**src/rtl/wb_stage_pipelined.sv**
```systemverilog
// rtl/wb_stage_pipelined.sv - MEM/WB pipeline register with result select, forwarding tap and retire counter
// Optional load narrowing/extension is compiled in with `define WB_LOAD_EXT_EN.
module wb_stage_pipelined #(
    parameter int DATA_W   = 64,
    parameter int REG_AW   = 5,
    parameter int ZERO_REG = 31,
    parameter int CNT_W    = 32
) (
    input  logic              clk,
    input  logic              reset,
    input  logic              stall,
    input  logic              flush,
    input  logic              in_valid,
    output logic              in_ready,
    input  logic [DATA_W-1:0] alu_result,
    input  logic [DATA_W-1:0] read_data,
    input  logic [DATA_W-1:0] link_pc,
    input  logic [1:0]        wb_sel,
    input  logic              reg_write,
    input  logic [REG_AW-1:0] rd,
    input  logic [1:0]        load_size,
    input  logic              load_signed,
    output logic              rf_we,
    output logic [REG_AW-1:0] rf_waddr,
    output logic [DATA_W-1:0] rf_wdata,
    output logic              fwd_valid,
    output logic [REG_AW-1:0] fwd_addr,
    output logic [DATA_W-1:0] fwd_data,
    output logic [CNT_W-1:0]  retired
);

    logic [DATA_W-1:0] load_data;
    logic [DATA_W-1:0] sel_data;
    logic              cap;
    logic              stage_valid;
    logic              wr_q;

`ifdef WB_LOAD_EXT_EN
    // Narrowing via shift-left then (arithmetic) shift-right keeps this width-agnostic;
    // sizes at or above DATA_W get a zero shift and pass through unchanged.
    localparam int SH_B = (DATA_W > 8)  ? DATA_W - 8  : 0;
    localparam int SH_H = (DATA_W > 16) ? DATA_W - 16 : 0;
    localparam int SH_W = (DATA_W > 32) ? DATA_W - 32 : 0;
    localparam int SH_D = (DATA_W > 64) ? DATA_W - 64 : 0;

    int                sh;
    logic [DATA_W-1:0] shifted;

    always_comb begin
        sh = SH_D;
        case (load_size)
            2'd0:    sh = SH_B;
            2'd1:    sh = SH_H;
            2'd2:    sh = SH_W;
            default: sh = SH_D;
        endcase
        shifted = read_data << sh;
        if (load_signed)
            load_data = DATA_W'($signed(shifted) >>> sh);
        else
            load_data = shifted >> sh;
    end
`else
    wire unused_load_cfg = ^{load_size, load_signed};

    always_comb begin
        load_data = read_data;
    end
`endif

    always_comb begin
        case (wb_sel)
            2'd1:    sel_data = load_data;
            2'd2:    sel_data = link_pc;
            default: sel_data = alu_result;
        endcase
    end

    assign cap      = in_valid && !stall;
    assign in_ready = !stall;

    always_ff @(posedge clk or posedge reset) begin
        if (reset) begin
            stage_valid <= 1'b0;
            wr_q        <= 1'b0;
            rf_waddr    <= '0;
            rf_wdata    <= '0;
            retired     <= '0;
        end else if (!stall) begin
            if (cap && !flush) begin
                stage_valid <= 1'b1;
                wr_q        <= reg_write && (rd != REG_AW'(ZERO_REG));
                rf_waddr    <= rd;
                rf_wdata    <= sel_data;
                retired     <= retired + 1'b1;
            end else begin
                // Bubble: address/data keep their last values, only the write is killed.
                stage_valid <= 1'b0;
                wr_q        <= 1'b0;
            end
        end
    end

    assign rf_we     = stage_valid && wr_q;
    assign fwd_valid = rf_we;
    assign fwd_addr  = rf_waddr;
    assign fwd_data  = rf_wdata;

endmodule

```
**config.mk**
```make
export PLATFORM = sky130hd
export DESIGN_NAME = wb_stage_pipelined
export DESIGN_NICKNAME = d
export VERILOG_FILES = /design/src/rtl/wb_stage_pipelined.sv
export SDC_FILE = /design/constraint.sdc
export NUM_CORES = 1
export LEC_CHECK = 0
export ABC_CLOCK_PERIOD_IN_PS = 3800
export BUFFER_PORTS_ARGS = -buffer_cell sky130_fd_sc_hd__buf_2
export CAP_MARGIN = 15
export CORE_AREA = 2 2 149 151
export CTS_BUF_LIST = sky130_fd_sc_hd__clkbuf_4 sky130_fd_sc_hd__clkbuf_8
export CTS_CLUSTER_DIAMETER = 200
export CTS_CLUSTER_SIZE = 16
export DETAILED_ROUTE_END_ITERATION = 8
export DIE_AREA = 0 0 151 153
export GPL_TIMING_DRIVEN = 0
export MAX_ROUTING_LAYER = met4
export SLEW_MARGIN = 20
export SYNTH_ARGS = -nofsm -noshare
export SYNTH_HDL_FRONTEND = slang
export SYNTH_SLANG_ARGS = --single-unit
export TNS_END_PERCENT = 100
```
**constraint.sdc**
```tcl
create_clock -name clk -period 3.8 [get_ports clk]
set_input_delay 0.38 -clock clk [delete_from_list [all_inputs] [get_ports clk]]
set_output_delay 0.38 -clock clk [all_outputs]
set_load 0.02 [all_outputs]
```
==> flow_metrics.env, run 1 <==
export IMPL_die_h_um=153
export IMPL_skew_ns=0.0117
export IMPL_drv_cap=0
export IMPL_syn_nets=872
export IMPL_path_max_fanout=10
export IMPL_setup_viol=0
export IMPL_post_cts_buffers=0
export IMPL_grt_pass1_wl_um=33000
export IMPL_grt_overflow=0
export IMPL_fin_ws_ns=1.59
export IMPL_final_hold_viol_count=0
export IMPL_final_common_cell="buf_2"
export IMPL_fp_coreArea_um2=21500
export IMPL_dieArea_um2=23100
export IMPL_routed_wl_um=21600
export IMPL_status="complete, no violations"
export IMPL_utilization=0.378
export IMPL_first_global_vias=5914
export IMPL_syn_mean_instance_area_um2=8.58
export IMPL_start_util=0.264
export IMPL_cts_buffers_inserted=9
export IMPL_r2r_end="retired[18]"
export IMPL_startpoint_type="input port"
export IMPL_final_cell_mix="buf_2 (378), dfrtp_1 (103), nand2_1 (93)"
export IMPL_top_usage_layer="met2"
export IMPL_slew_headroom=0.468
export IMPL_wire_per_inst_um=16.2
export IMPL_synth_seq_cells=103
export IMPL_max_vdd_ir_drop_v=0.000161
export IMPL_cp_required_ns=4.09
export IMPL_initialDrtViolationCount=342
export IMPL_ys_types=31
export IMPL_viasPerCell=4.55
export IMPL_grt_max_degree=55
export IMPL_path_clk_slew_ns=0.10
export IMPL_timing_rr_start="retired[0]"
export IMPL_leakagePower_nw=4.42
export IMPL_ys_seq_area_frac=0.454
export IMPL_power_density_nw_per_um2=419
export IMPL_postPlaceCellArea_um2=7940
export IMPL_clk_latency_ns=0.37
export IMPL_io_pins=381
export IMPL_crit_type="in -> reg"
export IMPL_fmax_ghz=0.453
export IMPL_final_layout_size_suffix_gt1_frac=0.445
export IMPL_pre_cts_ws_ns=1.07
export IMPL_finalCritPeriodShare=0.581
export IMPL_met1_usage=0.239
export IMPL_area_delta_synth_final_pct=43.2
export IMPL_vias=6085
export IMPL_maxSlewViolCount=0
export IMPL_cts_resized=0
export IMPL_postSynthCellCount=661
export IMPL_cpMostUsedCell="clkbuf_1"
export IMPL_timing_final_crit_period_ns=2.21
export IMPL_max_stage_delay_ns=0.60
export IMPL_place_congestion=0.859
export IMPL_io_buffers=377
export IMPL_final_nets=1261
export IMPL_grt_usage=0.189
export IMPL_synth_enable_flop_cells=0
export IMPL_path_cells="buf_2, inv_1, ha_1, clkbuf_1, clkbuf_1, a22oi_1, nor2_1, a21oi_1, o21ai_0"
export IMPL_cts_root_buf="clkbuf_8"
export IMPL_use_met3=0.0287
export IMPL_r2r_cells=5
export IMPL_yosys_warnings=0
export IMPL_hold_class="in -> async"
export IMPL_end_kind="flip-flop"
export IMPL_drc_errors=0
export IMPL_clock_path_buffers=2
export IMPL_p_total_mw=3.40
export IMPL_final_area_um2=8130
export IMPL_cts_tree="built"
export IMPL_cts_htree_levels=3
export IMPL_syn_area_um2=5670
export IMPL_worstMarginPinSlew_ns=0.796
export IMPL_cp_arrival_ns=2.49
export IMPL_rsz0062_at_grt="no"
export IMPL_rrSetupSlack_ns=1.77
export IMPL_cp_slowest_cell="clkbuf_1"
export IMPL_dpl_hpwl_um=17300
export IMPL_use_met2=0.310
export IMPL_antenna_found_initial=1
export IMPL_ant_nets=0
export IMPL_rows=54
export IMPL_cts_sinks=103
export IMPL_holdWs_ns=0.0303
export IMPL_hold_buffers=0
export IMPL_dieWidth_um=151
export IMPL_first_pass_iters=6
export IMPL_synthArstFlopShare=1.00
export IMPL_synthFlopType="dfrtp_1"
## logic make-up (layout without fill, tap and decap cells)
logic type / after synthesis / after routing / synth area share
buffers and inverters: 122 / 516 / 0.130
adders and majority gates: 3 / 3 / 0.00662
DFF: 103 / 103 / 0.454
AOI/OAI and AO/OA: 193 / 193 / 0.199
and+or+nand+nor: 209 / 209 / 0.162
xor gates and xnor gates: 31 / 31 / 0.0478
other: 0 / 1 / 0
## worst max-delay path: cells and delay by family
family	cells	cell delay (ns)
adder cells (fa/ha/maj)	1	0.13
AND/OR/NAND/NOR	1	0.15
buffers and inverters	4	1.32
AO/OA/AOI/OAI	3	0.51
## state kept, by name (all words and copies together), names as in the netlist
register     cells
fwd_addr         5
stage_valid      1
fwd_data        64
wr_q             1
retired         32
## final cells by class
type                       count  area, um2
multi-input combinational    436       2360
fill                        2312      13400
tap                          280        350
antenna                        1       2.50
buffer                       116        714
sequential                   103       2580
timing repair buffer         378       1910
clock inverter                 4       28.8
inverter                       6       27.5
clock buffer                  12        153
## worst max-delay path by stage
stage	start	endpoint	slack [ns]	depth (start not counted)
detailed placement	wb_sel[0]	fwd_data[55]	1.07	9
floorplan	reset	fwd_addr[0]	0.72	1
global placement	reset	fwd_data[24]	-0.61	2
finish	wb_sel[0]	fwd_data[55]	1.59	9
global route	wb_sel[0]	fwd_data[55]	1.40	9
CTS	wb_sel[0]	fwd_data[55]	1.48	9
## stage by stage
step	TNS (ns)	cells
after floorplan	0	661
after global placement	-61.26	1318
after detailed placement	0	1319
after CTS	0	1335
after global routing	0	1336
final	0	1336
## synthesized netlist by cell type, types with 6 or more instances
master,n,share of area
xnor2_1,20,0.031
dfrtp_1,103,0.45
buf_1,7,0.0046
a22oi_1,64,0.085
xor2_1,11,0.017
o21ai_0,64,0.056
nand4_1,10,0.011
buf_4,70,0.093
nand3_1,11,0.0097
nand2_1,93,0.062
nor2_1,72,0.048
clkbuf_1,36,0.024
a21oi_1,64,0.056
inv_1,6,0.0040
and3_1,7,0.0077
## per-layer routing
layer	up-vias	share of wire	routed length (um)
met5	-	0	0
met4	0	0.021	453
met3	26	0.054	1170
met2	233	0.49	10600
met1	2843	0.44	9400
li1	2983	-	-
## report_power, final
| group | total [mW] | switching [mW] | leakage [nW] | internal (mW) |
|---|---|---|---|---|
| combinational | 1.32 | 0.781 | 2.99 | 0.541 |
| sequential | 1.41 | 0.164 | 1.35 | 1.25 |
| clock | 0.668 | 0.395 | 0.0898 | 0.273 |
| total | 3.40 | 1.34 | 4.42 | 2.06 |
No activity file was read; power rests on OpenSTA's default activity.
==> run 2, diff against run 1 <==
--- a/config.mk
+++ b/config.mk
@@ -5,7 +5,7 @@
 export SDC_FILE = /design/constraint.sdc
 export NUM_CORES = 1
 export LEC_CHECK = 0
-export ABC_CLOCK_PERIOD_IN_PS = 3800
+export ABC_CLOCK_PERIOD_IN_PS = 2200
 export BUFFER_PORTS_ARGS = -buffer_cell sky130_fd_sc_hd__buf_2
 export CAP_MARGIN = 15
 export CORE_AREA = 2 2 149 151
==> constraint.sdc (replaced) <==
create_clock -name clk -period 2.2 [get_ports clk]
set_input_delay 0.22 -clock clk [delete_from_list [all_inputs] [get_ports clk]]
set_output_delay 0.22 -clock clk [all_outputs]
set_load 0.02 [all_outputs]
==> run 2 against run 1 <==
Against the previous run:
- cell count stayed put
- clock power increased by 89%
- via count decreased by 0.33%
- worst setup slack lost 1.4 ns
- critical endpoint is now fwd_data[57]
==> flow_metrics.env, run 2 (same netlist as run 1, synthesis figures left out) <==
export IMPL_finalNonFillerCells=1336
export IMPL_dpl_cell_count=1321
export IMPL_worstMarginPinSlew_ns=0.783
export IMPL_final_layout_size_suffix_gt1_frac=0.448
export IMPL_hold_class="in -> reg"
export IMPL_rows=54
export IMPL_start_util=0.264
export IMPL_clk_latency_ns=0.38
export IMPL_cts_buffers_inserted=9
export IMPL_dpl_hpwl_um=17400
export IMPL_grt_pass1_wl_um=32800
export IMPL_skew_ns=0.0186
export IMPL_cts_root_buf="clkbuf_8"
export IMPL_io_buffers=377
export IMPL_initialDrtViolationCount=272
export IMPL_ant_nets=0
export IMPL_vias=6065
export IMPL_cts_sinks=103
export IMPL_max_vdd_ir_drop_v=0.000282
export IMPL_setup_viol=0
export IMPL_cp_required_ns=2.48
export IMPL_grt_max_degree=34
export IMPL_grt_usage=0.189
export IMPL_status="complete, no violations"
export IMPL_area_delta_synth_final_pct=44.2
export IMPL_routed_wl_um=21700
export IMPL_startpoint_type="input port"
export IMPL_first_pass_iters=4
export IMPL_final_common_cell="buf_2"
export IMPL_final_setup_tns_ns=0
export IMPL_dieWidth_um=151
export IMPL_final_hold_viol_count=0
export IMPL_cts_htree_levels=3
export IMPL_viasPerCell=4.54
export IMPL_leakagePower_nw=4.45
export IMPL_dieArea_um2=23100
export IMPL_final_nets=1262
export IMPL_place_congestion=0.887
export IMPL_first_global_vias=5813
export IMPL_timing_final_crit_period_ns=2.02
export IMPL_post_cts_buffers=0
export IMPL_crit_type="in -> reg"
export IMPL_finalCritPeriodShare=0.918
export IMPL_rsz0062_at_grt="no"
export IMPL_die_h_um=153
export IMPL_slew_headroom=0.478
export IMPL_fmax_ghz=0.495
export IMPL_holdWs_ns=0.0455
export IMPL_grt_overflow=0
export IMPL_drc_errors=0
export IMPL_power_density_nw_per_um2=732
export IMPL_clock_path_buffers=2
export IMPL_io_pins=381
export IMPL_path_clk_slew_ns=0.11
export IMPL_cp_arrival_ns=2.30
export IMPL_diodes=0
export IMPL_end_kind="flip-flop"
export IMPL_cts_tree="built"
export IMPL_drv_cap=0
export IMPL_path_max_fanout=10
export IMPL_antenna_found_initial=0
export IMPL_maxSlewViolCount=0
export IMPL_largest_reg_flops=64
export IMPL_final_cell_mix="buf_2 (378), dfrtp_1 (103), nand2_1 (93)"
export IMPL_wire_per_inst_um=16.2
export IMPL_fp_coreArea_um2=21500
-- run 2: changes by cell type in the layout (fill, tap and decap cells not counted) --
| cell | change |
|---|---|
| buf_12 | +3 |
| buf_16 | -1 |
| bufinv_16 | +1 |
| clkbuf_1 | -2 |
| clkbuf_4 | -2 |
| clkbuf_8 | -1 |
| clkinvlp_4 | +1 |
| diode_2 | -1 |
| dlygate4sd3_1 | +1 |
| inv_8 | +1 |
| or4_1 | -1 |
| or4_4 | +1 |
-- run 2: cell type report --
class / count / area, um2
Buffer: 114 / 707
Clock buffer: 9 / 124
Clock inverter: 7 / 78.8
Fill cell: 2288 / 13300
Inverter: 6 / 26.3
Multi-Input combinational cell: 436 / 2360
Sequential cell: 103 / 2580
Tap cell: 280 / 350
Timing Repair Buffer: 381 / 1960
-- run 2: final timing paths --
path	from	endpoint	slack, ns	cells past startpoint
min in group asynchronous	reset	retired[14]	0.42	3
worst max register to register	retired[0]	retired[24]	0.19	5
worst min register to register	wr_q	wr_q	0.49	1
worst min-delay path	rd[2]	fwd_addr[2]	0.05	3
max in group asynchronous	reset	fwd_data[19]	1.05	5
worst max-delay path	wb_sel[0]	fwd_data[57]	0.18	8
-- run 2: through the flow --
step           setup slack [ns]  instance area [um2]  power (mW)  utilization
2_1_floorplan             0.284                 5680        3.84            -
3_3_place_gp             -0.336                 7920        4.75        0.368
3_5_place_dp             -0.345                 7980        4.78        0.371
4_1_cts                  0.0576                 8190        6.08        0.381
5_1_grt                  0.0363                 8180        6.37        0.381
6_report                  0.181                 8180        5.99        0.381
-- run 2: metal layers --
layer | global-route usage | vias up | part of all wire
met1 | 0.235 | 2815 | 0.42
met3 | 0.0319 | 22 | 0.059
met4 | 0.0494 | 0 | 0.018
met5 | - | - | 0
li1 | - | 2984 | -
met2 | 0.319 | 244 | 0.50
-- run 2: timing repair --
action / 4_1_cts / 5_1_grt
resized for setup: 0 / 1
endpoints found under the hold margin: 19 / 0
hold buffers: 1 / 0
setup endpoints to repair: 0 / 7
-- run 2: worst max-delay path, cell delays in order --
cell and delay (ns):
buf_2 0.11, inv_1 0.05, ha_1 0.63, clkbuf_1 0.66
a22oi_1 0.21, nor2_1 0.16, a21oi_1 0.05, o21ai_0 0.20
-- run 2: power breakdown --
group          leakage, nW  internal, mW  total [mW]  switching, mW
sequential            1.35          2.16        2.44          0.280
combinational         3.00         0.941        2.29           1.35
clock               0.0982         0.541        1.26          0.721
total                 4.45          3.64        5.99           2.35
